## src/rtl/dmem_arbiter.sv

```systemverilog
// Two-port data-memory arbiter: CPU port C has fixed priority over DMA port D.
// Optional starvation guard for D under `DMEM_ARB_STARVE_EN`.
module dmem_arbiter #(
  parameter int ADDR_W   = 32,
  parameter int DATA_W   = 32,
  parameter int MAX_WAIT = 4
) (
  input  logic              clk,
  input  logic              rst,
  input  logic              c_req,
  input  logic              c_we,
  input  logic [ADDR_W-1:0] c_addr,
  input  logic [DATA_W-1:0] c_wdata,
  output logic              c_gnt,
  output logic              c_rvalid,
  output logic [DATA_W-1:0] c_rdata,
  output logic              c_err,
  input  logic              d_req,
  input  logic              d_we,
  input  logic [ADDR_W-1:0] d_addr,
  input  logic [DATA_W-1:0] d_wdata,
  output logic              d_gnt,
  output logic              d_rvalid,
  output logic [DATA_W-1:0] d_rdata,
  output logic              d_err,
  output logic              mem_read,
  output logic              mem_write,
  output logic [ADDR_W-1:0] mem_addr,
  output logic [DATA_W-1:0] mem_wdata,
  input  logic [DATA_W-1:0] mem_rdata
);

  if (MAX_WAIT < 1 || MAX_WAIT > 15) begin : g_max_wait_range
    $error("dmem_arbiter: MAX_WAIT must be within 1..15");
  end

  logic              c_win;
  logic              d_win;
  logic              starve;
  logic              sel_we;
  logic [ADDR_W-1:0] sel_addr;
  logic [DATA_W-1:0] sel_wdata;
  logic              misaligned;

`ifdef DMEM_ARB_STARVE_EN
  logic [3:0] wait_q;

  assign starve = d_req && (wait_q == 4'(MAX_WAIT));

  // Counts consecutive denied cycles of a pending D request.
  always_ff @(posedge clk or posedge rst) begin
    if (rst) begin
      wait_q <= 4'd0;
    end else if (d_req && !d_win) begin
      if (wait_q != 4'(MAX_WAIT)) wait_q <= wait_q + 4'd1;
    end else begin
      wait_q <= 4'd0;
    end
  end
`else
  assign starve = 1'b0;
`endif

  // Grants are forced low while reset is held so no strobe can leak out.
  assign d_win = !rst && d_req && (!c_req || starve);
  assign c_win = !rst && c_req && !d_win;
  assign c_gnt = c_win;
  assign d_gnt = d_win;

  always_comb begin
    sel_we    = 1'b0;
    sel_addr  = '0;
    sel_wdata = '0;
    if (c_win) begin
      sel_we    = c_we;
      sel_addr  = c_addr;
      sel_wdata = c_wdata;
    end else if (d_win) begin
      sel_we    = d_we;
      sel_addr  = d_addr;
      sel_wdata = d_wdata;
    end
  end

  assign misaligned = sel_addr[1:0] != 2'b00;
  assign mem_addr   = sel_addr;
  assign mem_wdata  = sel_wdata;
  assign mem_read   = (c_win || d_win) && !sel_we && !misaligned;
  assign mem_write  = (c_win || d_win) && sel_we && !misaligned;

  // Aligned writes leave rdata untouched; errors force it to zero.
  always_ff @(posedge clk or posedge rst) begin
    if (rst) begin
      c_rvalid <= 1'b0;
      c_err    <= 1'b0;
      c_rdata  <= '0;
      d_rvalid <= 1'b0;
      d_err    <= 1'b0;
      d_rdata  <= '0;
    end else begin
      c_rvalid <= c_win;
      c_err    <= c_win && misaligned;
      d_rvalid <= d_win;
      d_err    <= d_win && misaligned;
      if (c_win) begin
        if (misaligned)  c_rdata <= '0;
        else if (!c_we)  c_rdata <= mem_rdata;
      end
      if (d_win) begin
        if (misaligned)  d_rdata <= '0;
        else if (!d_we)  d_rdata <= mem_rdata;
      end
    end
  end

endmodule

```

## config.mk

```make
export PLATFORM = sky130hd
export DESIGN_NAME = dmem_arbiter
export DESIGN_NICKNAME = d
export VERILOG_FILES = /design/src/rtl/dmem_arbiter.sv
export SDC_FILE = /design/constraint.sdc
export NUM_CORES = 1
export LEC_CHECK = 0
export CAP_MARGIN = 20
export CORE_MARGIN = 5
export CORE_UTILIZATION = 28
export CTS_BUF_LIST = sky130_fd_sc_hd__clkbuf_8
export CTS_CLUSTER_SIZE = 25
export DETAILED_ROUTE_END_ITERATION = 12
export GPL_TIMING_DRIVEN = 0
export PLACE_DENSITY = 0.9
export SLEW_MARGIN = 20
export SYNTH_ARGS = -nofsm -noshare
export SYNTH_HDL_FRONTEND = slang
export SYNTH_SLANG_ARGS = --single-unit
```

## constraint.sdc

```tcl
create_clock -name clk -period 1.95 [get_ports clk]
set_input_delay 0.39 -clock clk [delete_from_list [all_inputs] [get_ports clk]]
set_output_delay 0.39 -clock clk [all_outputs]
set_load 0.02 [all_outputs]
```

==> out/metrics.cfg, run 1 <==
[sta]
fin_skew_ps = 0
final_critical_path_setup_slack_ps = -31.93
fmax_mhz = 504.6
slew_viol_final = 0
timing.final.hold_violations = 0
final_min_period_over_clock_period_pct = 101.6
rsz0062_at_grt = true
fin_crit_ps = 1982
finalSetupViolations = 15
maxSlewHeadroom_pct = 51.43
tightestPinTransition_ps = 727.1

[synth]
most_repeated_cell_in_the_gate_level_netlist_after_synthesis = sky130_fd_sc_hd__a22o_1
synth_common_cells = sky130_fd_sc_hd__a22o_1, sky130_fd_sc_hd__dfrtp_1, sky130_fd_sc_hd__a22o_2, sky130_fd_sc_hd__clkbuf_1
synthDominantCellAreaShare_pct = 53.75
synth-seq-area-share_pct = 53.75
postSynthCellCount = 241
yosys_warnings = 0
postSynthAreaPerCell_um2 = 13.14
ys_async_sr_fraction_pct = 100.0
synth_area_leaders = sky130_fd_sc_hd__dfrtp_1, sky130_fd_sc_hd__a22o_1, sky130_fd_sc_hd__a22o_2
yosysUniqueCellTypes = 21
number_of_synthesized_flops_with_an_enable_pin = 0
synth-main-ff-cell = sky130_fd_sc_hd__dfrtp_1
synth_top_cell_by_area = sky130_fd_sc_hd__dfrtp_1
postSynthRegisterBits = 68
synthesis.nets = 407
synth.cell_area_um2 = 3166

[layout]
final_core_utilization_pct = 62.59
fill_cells = 866
final_layout_size_suffix_gt1_share_pct = 27.19
areaGrowthSynthToFinish_pct = 117.2
finalNetCount = 732
regArea_um2 = 1702
multi_input_logic_area_um2 = 1311

[die]
core_region_area_um2 = 10980
floorplan.die.height_um = 116.3
std_cell_rows = 38
overall_die_width_um = 116.3
design.die.area_um2 = 13530
initial_core_util_pct = 28.82
ioPinCount = 302

[global_routing]
vias_in_the_first_global_route = 3922
antenna_found_initial = 1
pin_count_of_the_biggest_net_entering_global_routing = 38
globalRoute.totalOverflow = 0
wire_length_of_the_first_global_routing_pass_um = 23230
groute.usage.overall_pct = 22.73

[power_and_ir_drop]
p_per_area_nw_per_um2 = 595.8
power.static_leakage_nw = 3.097
peakVddDrop_mv = 0.5220

[setup_path]
critical_path_peak_fanout = 6
critical_path_required_ps = 1560
critPathLaunchType = input pin
cp-end-kind = primary output
worstSetupPathType = in -> out
crit_arrival_ps = 1590

[drt]
wl_per_cell_um = 23.61
drt_first_iter_violations = 134
firstDrtPassIters = 4
route.vias.total = 3645
avgViaCountPerCell = 5.127
drc_errors = 0
detail_route.wirelength_um = 16790
antenna_violating_nets_post_route = 0

[place]
detailed_place_hpwl_um = 13320
finalWeightedCongestion = 0.8243
post-place-ws_ps = -1226
placement.io_buffers = 301

[clock_tree]
cts_htree_levels = 3
cts_made_buffers = 9
numClockSinks = 68
clock_latency_reported_for_the_late_side_of_the_worst_skew_pair_ps = 330
cts_hold_buffers = 0
cts-root-buf = sky130_fd_sc_hd__clkbuf_8
worst_setup_hold_path_clk_slew_ps = 90
cts-root-to-sink-buffers = 2
cts_tree = done

[run_status]
status = complete, but fails checks
violations = setup timing

[hold_path]
min_path_type = in -> async

[job]
cap_violations = 0

## repair_timing
item	CTS	global route
hold endpoints to repair	0	0
gates cloned	3	4
resized for setup	395	60
pin swaps	9	13
setup buffers	5	2
endpoints found under the setup margin	78	73
## per-stage QoR
step	instances	cell area [µm²]	hold slack [ps]	total power, W	setup TNS, ps
2_1_floorplan	241	3169	522.5	0.002010	0
3_3_place_gp	682	6357	490.3	0.002769	-89600
3_5_place_dp	683	6377	490.1	0.002797	-90870
4_1_cts	706	6645	172.3	0.004090	-766.0
5_1_grt	711	6874	339.8	0.004266	-1132
6_report	711	6874	293.4	0.004095	-116.5
## power by group
part	internal (W)	total, W	switching (W)
combinational	0.000737	0.00130	0.000560
clock	0.000715	0.00126	0.000547
sequential	0.00149	0.00154	0.0000472
## flip-flops by register name (all words and copies together), names as in the netlist
name      count
c_rdata      32
d_rdata      32
d_err         1
d_rvalid      1
c_err         1
c_rvalid      1
## critical path: stages
cell	delay, ps
sky130_fd_sc_hd__buf_8	100
sky130_fd_sc_hd__or3b_4	420
sky130_fd_sc_hd__inv_6	100
sky130_fd_sc_hd__buf_12	140
sky130_fd_sc_hd__buf_8	110
sky130_fd_sc_hd__a22o_1	160
sky130_fd_sc_hd__buf_6	150
## path summary, 6_finish.rpt
path / end / slack, ps / cells after the start / start
max: mem_wdata[9] / -30 / 7 / rst
min: c_rdata[27] / 290 / 3 / rst
max reg2reg: d_rdata[0] / 1190 / 1 / d_rdata[0]
min reg2reg: c_rdata[6] / 510 / 1 / c_rdata[6]
max in group asynchronous: c_rdata[5] / 1040 / 4 / rst
min in group clk: c_err / 400 / 3 / c_req
## area by class of cell
cell class | count | share of cell area [%]
repair buffers | 314 | 46.51
clock inverters | 6 | 1.292
well taps | 140 | 2.548
inverters | 3 | 0.2912
multi-input cells | 144 | 19.08
diodes | 1 | 0.03640
clock buffers | 9 | 1.802
plain buffers | 26 | 3.695
flip-flops and latches | 68 | 24.75
## routing by layer
metal	up-vias	routed length [µm]	global-route usage, %
li1	1632	-	-
met1	1763	6173	26.49
met2	215	8365	38.98
met3	35	1611	6.943
met4	0	637	9.203
met5	-	0	0
## logic make-up (layout without fill, tap and decap cells)
kind of cell	count (synthesis)	in the layout	synth area share [%]
AOI/OAI and AO/OA	132	132	37.43
DFF	68	68	53.75
buffers and inverters	29	358	5.692
and+or+nand+nor	12	12	3.122
other	0	1	0
## layout by cell type (no fill, tap or decap), types with 2 or more instances in the layout
cell,count
sky130_fd_sc_hd__buf_2,19
sky130_fd_sc_hd__clkbuf_16,4
sky130_fd_sc_hd__inv_6,2
sky130_fd_sc_hd__clkbuf_1,2
sky130_fd_sc_hd__bufinv_16,2
sky130_fd_sc_hd__clkbuf_4,3
sky130_fd_sc_hd__buf_8,9
sky130_fd_sc_hd__nor2_1,2
sky130_fd_sc_hd__dfrtp_1,68
sky130_fd_sc_hd__buf_12,3
sky130_fd_sc_hd__clkinvlp_4,3
sky130_fd_sc_hd__clkbuf_8,9
sky130_fd_sc_hd__dlymetal6s2s_1,3
sky130_fd_sc_hd__buf_4,14
sky130_fd_sc_hd__a22o_1,102
sky130_fd_sc_hd__buf_6,53
sky130_fd_sc_hd__dlygate4sd2_1,4
sky130_fd_sc_hd__a22o_2,25
sky130_fd_sc_hd__nor2_4,2
sky130_fd_sc_hd__clkdlybuf4s50_1,225
Power figures use the tool's default switching activity.
==> run 2, diff against run 1 <==
CTS_CLUSTER_DIAMETER = 50   (was default)
==> results of run 2 <==
No change in the layout: final DEF, timing and power equal those of run 1.
